===== config.mk =====
export PLATFORM = sky130hd
export DESIGN_NAME = mac_seq
export DESIGN_NICKNAME = d
export VERILOG_FILES = /design/src/rtl/mac_pkg.sv /design/src/rtl/mac_seq.sv
export SDC_FILE = /design/constraint.sdc
export NUM_CORES = 1
export LEC_CHECK = 0
export BUFFER_PORTS_ARGS = -buffer_cell sky130_fd_sc_hd__buf_4
export CORE_ASPECT_RATIO = 1.75
export CORE_MARGIN = 10
export CORE_UTILIZATION = 55
export CTS_CLUSTER_DIAMETER = 200
export CTS_CLUSTER_SIZE = 20
export DETAILED_ROUTE_END_ITERATION = 6
export PLACE_DENSITY_LB_ADDON = 0.25
export SYNTH_ARGS = -nofsm -noshare
export SYNTH_HDL_FRONTEND = slang
export SYNTH_SLANG_ARGS = --single-unit
export TNS_END_PERCENT = 20

===== constraint.sdc =====
create_clock -name CLK -period 2.9 [get_ports CLK]
set_clock_uncertainty 0.05 [all_clocks]
set_input_delay 0.29 -clock CLK [delete_from_list [all_inputs] [get_ports CLK]]
set_output_delay 0.29 -clock CLK [all_outputs]
set_load 0.01 [all_outputs]

===== src/rtl/mac_pkg.sv =====
// Shared definitions for the MAC sequencer: the controller state encoding
// and the helper that sizes the MAC array result bus.
package mac_pkg;

  // Controller states. IDLE is the only state in which BUSY is low.
  typedef enum logic [1:0] {
    IDLE   = 2'd0,
    ISSUE  = 2'd1,
    DRAIN  = 2'd2,
    OUTPUT = 2'd3
  } mac_state_e;

  // Width of one MAC array result: the product of two operands plus
  // enough headroom to add ATOMIC_C lane products without overflow.
  function automatic int mac_w(input int atomic_c, input int bitwidth);
    return 2 * bitwidth + $clog2(atomic_c);
  endfunction

endpackage


===== src/rtl/mac_seq.sv =====
// MAC sequencer: reads CFG_LEN operand chunks from a buffer starting at
// CFG_BASE, counts the results that come back from the MAC array and
// accumulates them into one dot product. The result is offered with a
// valid/ready handshake. Any result arriving when none is outstanding
// sets a sticky error flag and is not accumulated.
module mac_seq
  import mac_pkg::*;
#(
  parameter int ATOMIC_C   = 4,
  parameter int BITWIDTH   = 8,
  parameter int ACC_WIDTH  = 32,
  parameter int ADDR_WIDTH = 10,
  parameter int CNT_WIDTH  = 8
) (
  input  logic                                   CLK,
  input  logic                                   NRST,
  input  logic                                   CFG_START,
  input  logic [ADDR_WIDTH-1:0]                  CFG_BASE,
  input  logic [CNT_WIDTH-1:0]                   CFG_LEN,
  output logic                                   BUF_RD_EN,
  output logic [ADDR_WIDTH-1:0]                  BUF_RD_ADDR,
  output logic                                   MAC_VALID_IN,
  input  logic [mac_w(ATOMIC_C, BITWIDTH)-1:0]   MAC_RES,
  input  logic                                   MAC_VALID_OUT,
  output logic [ACC_WIDTH-1:0]                   OUT_DATA,
  output logic                                   OUT_VALID,
  input  logic                                   OUT_READY,
  output logic                                   BUSY,
  output logic                                   ERR
);

  // Counters carry one extra bit so the largest job length and the final
  // count value never alias each other.
  localparam int CW = CNT_WIDTH + 1;

  mac_state_e            state;
  mac_state_e            state_nx;
  logic [ADDR_WIDTH-1:0] base_q;
  logic [CW-1:0]         len_q;
  logic [CW-1:0]         issue_cnt;
  logic [CW-1:0]         recv_cnt;
  logic [ACC_WIDTH-1:0]  acc;
  logic                  mac_valid_q;
  logic                  err_q;

  logic                  start_acc;
  logic                  issue_last;
  logic                  recv_done;
  logic                  res_accept;
  logic                  res_bad;

  // A start is only honoured from IDLE; elsewhere it is simply not seen.
  assign start_acc  = (state == IDLE) && CFG_START;
  assign issue_last = (issue_cnt == (len_q - CW'(1)));
  assign recv_done  = (recv_cnt == len_q);

  // A result is legal only while a job is in flight and still owes results.
  assign res_accept = MAC_VALID_OUT && ((state == ISSUE) || (state == DRAIN)) && !recv_done;
  assign res_bad    = MAC_VALID_OUT && !res_accept;

  // State register.
  always_ff @(posedge CLK) begin
    if (!NRST) begin
      state <= IDLE;
    end else begin
      state <= state_nx;
    end
  end

  // Next-state logic: issue reads, wait for every result, then hand off.
  always_comb begin
    state_nx = state;
    case (state)
      IDLE: begin
        if (CFG_START) begin
          state_nx = (CFG_LEN != '0) ? ISSUE : OUTPUT;
        end
      end
      ISSUE: begin
        if (issue_last) begin
          state_nx = DRAIN;
        end
      end
      DRAIN: begin
        if (recv_done) begin
          state_nx = OUTPUT;
        end
      end
      OUTPUT: begin
        if (OUT_READY) begin
          state_nx = IDLE;
        end
      end
      default: state_nx = IDLE;
    endcase
  end

  // Job configuration is captured once, at the accepted start.
  always_ff @(posedge CLK) begin
    if (!NRST) begin
      base_q <= '0;
      len_q  <= '0;
    end else if (start_acc) begin
      base_q <= CFG_BASE;
      len_q  <= CW'(CFG_LEN);
    end
  end

  // Issue counter: one buffer read per ISSUE cycle.
  always_ff @(posedge CLK) begin
    if (!NRST) begin
      issue_cnt <= '0;
    end else if (start_acc) begin
      issue_cnt <= '0;
    end else if (state == ISSUE) begin
      issue_cnt <= issue_cnt + CW'(1);
    end
  end

  // Receive counter and accumulator advance only on legal MAC results.
  always_ff @(posedge CLK) begin
    if (!NRST) begin
      recv_cnt <= '0;
      acc      <= '0;
    end else if (start_acc) begin
      recv_cnt <= '0;
      acc      <= '0;
    end else if (res_accept) begin
      recv_cnt <= recv_cnt + CW'(1);
      acc      <= acc + ACC_WIDTH'(MAC_RES);
    end
  end

  // Buffer data lands one cycle after the read, so the MAC valid follows it.
  always_ff @(posedge CLK) begin
    if (!NRST) begin
      mac_valid_q <= 1'b0;
    end else begin
      mac_valid_q <= BUF_RD_EN;
    end
  end

  // Sticky protocol error, cleared only by reset.
  always_ff @(posedge CLK) begin
    if (!NRST) begin
      err_q <= 1'b0;
    end else if (res_bad) begin
      err_q <= 1'b1;
    end
  end

  assign BUF_RD_EN    = (state == ISSUE);
  assign BUF_RD_ADDR  = base_q + ADDR_WIDTH'(issue_cnt);
  assign MAC_VALID_IN = mac_valid_q;
  assign OUT_DATA     = acc;
  assign OUT_VALID    = (state == OUTPUT);
  assign BUSY         = (state != IDLE);
  assign ERR          = err_q;

endmodule


* Word level (Yosys, flattened, before mapping)
Index checks and enable logic that the tools add are counted.
Cells by class: bitwise gates (word level) 1, add/sub/neg operators 5, muxes and demuxes 6, equality and inequality tests 9, reductions and logical operators 12
Operator list (count):
- 32-bit by 18-bit adder with 32-bit output | 1
- 9-bit by 1-bit adder with 9-bit output (second input constant) | 2
- 10-bit by 9-bit adder with 10-bit output | 1
- 2-bit two-way mux | 5
- 9-bit by 8-bit == test with 1-bit output | 1
- 9-bit == test | 1
- 8-bit by 1-bit subtractor with 9-bit output (second input constant) | 1
- 2-bit one-hot mux with 4 select lines | 1
- 8-bit nonzero test | 1
- 2-bit == test (second input constant) | 2
- 1-bit logical AND | 4
- 2-bit by 1-bit != test with 1-bit output (second input constant) | 2
- 2-bit != test (second input constant) | 2
- 4-bit AND reduction | 1
- 2-bit by 1-bit == test with 1-bit output (second input constant) | 1
- 1-bit logical NOT | 2
- 2-bit logical NOT | 1
- 2-bit nonzero test | 1
- 2-bit OR reduction | 1
- 1-bit logical OR | 1
- 1-bit inverter | 1
Storage, ports and cells: input bits 41, register bits after elaboration 72, output and inout port bits 47, logic and storage cells 41

* Depth between registers and ports, before layout
word-level depth 6, gate-level depth with buffers 10, depth with buffers taken out 10

* Worst setup path before layout
Ideal clock, no wire load.
path kind reg-to-output, start reg issue_cnt[1], end out BUF_RD_ADDR[9], buffers on the path 0, slack 0.465 ns, data required time 2.560 ns, arrival 2.095 ns, cell stages (with the launch flop) 9, cell sequence dfxtp_1 ha_1 a21o_1 a21oi_1 o21bai_1 a2111oi_0 o31ai_1 a21oi_1 xnor2_1
Between the ends: longest elaborated chain between the ends 1
Ends and longest elaborated chain:
- start, declared | line mac_seq.sv:40 | logic [CW-1:0] issue_cnt;
- start signal, assigned | line mac_seq.sv:116 | issue_cnt <= issue_cnt + CW'(1);
- 10-bit by 9-bit adder with 10-bit output | line mac_seq.sv:153 | assign BUF_RD_ADDR = base_q + ADDR_WIDTH'(issue_cnt);
- end, declared | line mac_seq.sv:21 | output logic [ADDR_WIDTH-1:0] BUF_RD_ADDR,
Every way passes these cells.

* Final worst setup path
start reg issue_cnt[0], end out BUF_RD_ADDR[8]
Same word-level chain as after synthesis.

==> summary.txt <==
Worst setup path
  • Worst reg2reg path depth: 9
  • Worst r2r src: OUT_DATA[0]
  • CP Launch Point: issue_cnt[0]
  • RR Endpoint: OUT_DATA[26]
  • Worst-path maximum fanout: 7
  • CP Cell Sequence: ha_2 > inv_1 > fa_2 > inv_1 > a21oi_1 > o21bai_1 > a21o_1 > a21oi_1 > o21ai_1 > xor2_1 > buf_4
  • Critical path endpoint category: output port
  • Worst setup path class: reg2out
  • Crit start category: flip-flop
  • WP data required: 2560 ps
  • Slowest cell on crit path: dfxtp_4
  • CP Data Arrival Time: between 2000 and 2500 ps
  • Worst path max stage delay: approximately 390 ps
  • R2R Setup Slk: 240 ps

Die
  • Core area: 7960 um^2
  • Die Y: approximately 140 um
  • Die Width: 88.5 um
  • Row cnt: 43
  • Starting Density: 0.568
  • I/O pin total: 88
  • Die area: approximately 12000 um^2

Placement
  • Dpl hpwl: 9.24 mm
  • Number of buffers added on ports: 87
  • Dpl cell area: 5240 um^2
  • RePlAce Congestion: 0.821

Detailed routing
  • Pre-Repair DR Iteration Count: 5
  • Vias per inst: slightly below 6
  • Routed wire length: 12.1 mm
  • Total number of vias: 4299
  • Post-route ant nets: 0
  • DR WL/cell: 16.4 um
  • First DRT Iteration DRCs: 165
  • # DRC: 0

Clocking
  • CTS tree: built
  • CTS Sinks: 72
  • Setup bufs post-CTS: 0
  • Clock Latency Late Sink: approximately 340 ps
  • CTS Root Cell: clkbuf_16
  • TritonCTS Buffers: 9
  • H-tree levels: 3
  • Worst-case clock buffer depth: 2
  • Clk slew on worst S/H paths: 60 ps

Timing
  • Setup TNS Final: 0 ps
  • Relative max-transition margin: 0.568
  • Minimum clock period: 2780 ps
  • Fmax: 359 MHz
  • Measured slew at the worst slew-check pin: around 650 ps
  • Final Hold Violating Endpoints: 0
  • Final setup vio count: 0
  • Period Utilization, post-route: 0.960
  • Final Slew Violations: 0

Min path
  • Min-delay worst type: in2reg
  • Hold EP: base_q[9]
  • Hold Crit Depth: 3
  • Hold Startpoint: CFG_BASE[9]

Finish
  • Final #Nets: 721
  • P&R area growth vs syn: 23.6%
  • Ant diodes: 0
  • Final instance area: 5590 um^2
  • Fillcell total: 639
  • Fraction of layout instances using a drive strength above 1: 0.208

Global route
  • Largest net degree at the start of global routing: 35
  • Initial antenna violation count: 0
  • Total GRT Usage: 0.199
  • Grt ovf: 0
  • Global-route wire length before repair: approximately 20 mm
  • Vias in the first global route: approximately 4500

Synth
  • Post-synthesis register bit count: 72
  • Async SR Flop Fraction: 0
  • Seq/Total Area, Yosys: 0.319
  • Synth Flop Type: dfxtp_1
  • Post-Syn Area per Cell: 8.07 um^2
  • Post-synth EDFFs: 0
  • Yosys Warn Count: 0
  • Cells after synthesis: 560
  • Synth Net Count: between 600 and 700
  • Mapped cell area: 4520 um^2
  • Synth cell types: 63

Power and ir drop
  • Pwr dens: 600 nW/um^2
  • Lkg Pwr: 2.46 nW
  • Peak supply drop: 0.369 mV

Run
  • Total of max-cap violations: 0

Outcome
  • Outcome: finished clean
-- synthesized netlist by cell type (3+ instances only) --
master    number  area (um^2)
nor2_1        50          188
ha_1          35          438
nand2_1       92          345
clkbuf_1      16         60.1
o21ai_0       17         85.1
a21o_1         6         45.0
dfxtp_1       72         1440
a211oi_1       7         52.6
nand3_1       21          105
inv_1         21         78.8
nor4_1         4         25.0
nor3_1         8         40.0
xor2_1        34          298
mux2i_1        3         30.0
a21boi_0      18          135
o211ai_1       3         22.5
a31o_2         5         43.8
o31ai_1        5         37.5
and3_1         8         50.1
o21bai_1       3         22.5
xnor2_1       22          193
a21oi_1       46          230
nand4_1       12         75.1
and2_1         3         18.8
nor2b_1        4         25.0
-- cell type report --
class / instances / area [um^2] / share of cell area
clock buffer: 9 / 225 / 0.0403
multi-input combinational: 445 / 2920 / 0.522
timing repair buffer: 94 / 706 / 0.126
sequential: 72 / 1450 / 0.259
inverter: 21 / 78.8 / 0.0141
clock inverter: 7 / 103 / 0.0184
tap: 90 / 113 / 0.0201
-- registers in the layout, indices dropped and copies added, names as in the netlist --
signal	count
MAC_VALID_IN	1
ERR	1
state	2
OUT_DATA	32
recv_cnt	9
len_q	8
issue_cnt	9
base_q	10
-- cell families after synthesis --
logic type / count (synthesis) / synth area share
flip-flops: 72 / 0.319
AND/OR/NAND/NOR: 218 / 0.222
multiplexers: 3 / 0.00664
AO/OA/AOI/OAI: 131 / 0.198
buffers and inverters: 43 / 0.0398
XOR/XNOR: 56 / 0.108
adder cells (fa/ha/maj): 37 / 0.106
-- worst max path at each step --
stage                          end  slack (ps)
floorplan           BUF_RD_ADDR[9]         470
global placement      OUT_DATA[16]         150
detailed placement    OUT_DATA[16]         160
CTS                 BUF_RD_ADDR[8]           9
global route        BUF_RD_ADDR[8]          -4
finish              BUF_RD_ADDR[8]         120
-- worst max-delay path, delay by kind of cell, from the launching register on --
family / cells / cell delay (ps)
AO/OA/AOI/OAI: 5 / 740
XOR/XNOR: 1 / 170
adder cells (fa/ha/maj): 2 / 530
buffers and inverters: 3 / 270
flip-flops: 1 / 390
-- metrics by stage --
step,power (mW),worst slack [ps],hold WS (ps),instances,utilization
2_1_floorplan,1.83,465,385,560,-
3_3_place_gp,2.13,152,409,722,0.658
3_5_place_dp,2.16,159,411,722,0.658
4_1_cts,3.38,8.64,157,738,0.700
5_1_grt,3.54,-3.60,165,738,0.702
6_report,3.36,116,165,738,0.702
-- per-layer routing --
metal,share of wire,track usage,wire length (um),vias to the layer above
met2,0.55,0.368,6660,122
met3,0.059,0.0581,713,37
met1,0.36,0.190,4390,2016
met5,0,0,0,-
met4,0.030,0.0950,367,0
li1,-,-,-,2124
-- repair_timing --
item                                   4_1_cts  5_1_grt
pin swaps                                    0        3
gates resized for setup                      3        6
setup endpoints to repair                    2        3
endpoints found under the hold margin        0        0
hold buffers                                 0        0
-- report_power, final --
group / switching (mW) / leakage (nW) / internal, mW
Sequential: 0.0852 / 0.585 / 1.06
Combinational: 0.580 / 1.72 / 0.419
Clock: 0.447 / 0.157 / 0.762
-- placed cells by master, fill, tap and decap left out, types with 3 or more instances in the layout --
cell and count:
a31o_2 5, o21bai_1 3, ha_1 34, nor4_1 4, inv_1 21, nor2b_1 4, nand2_1 92, a211oi_1 6
and2_1 3, nor3_1 8, buf_4 94, nand4_1 12, nor2_1 50, xnor2_1 22, o211ai_1 3, xor2_1 34
mux2i_1 3, a21boi_0 18, o31ai_1 5, o21ai_0 16, and3_1 8, dfxtp_1 71, nand3_1 21, a21oi_1 45
clkbuf_16 9, a21o_1 6
(Power assumes the default switching activity.)
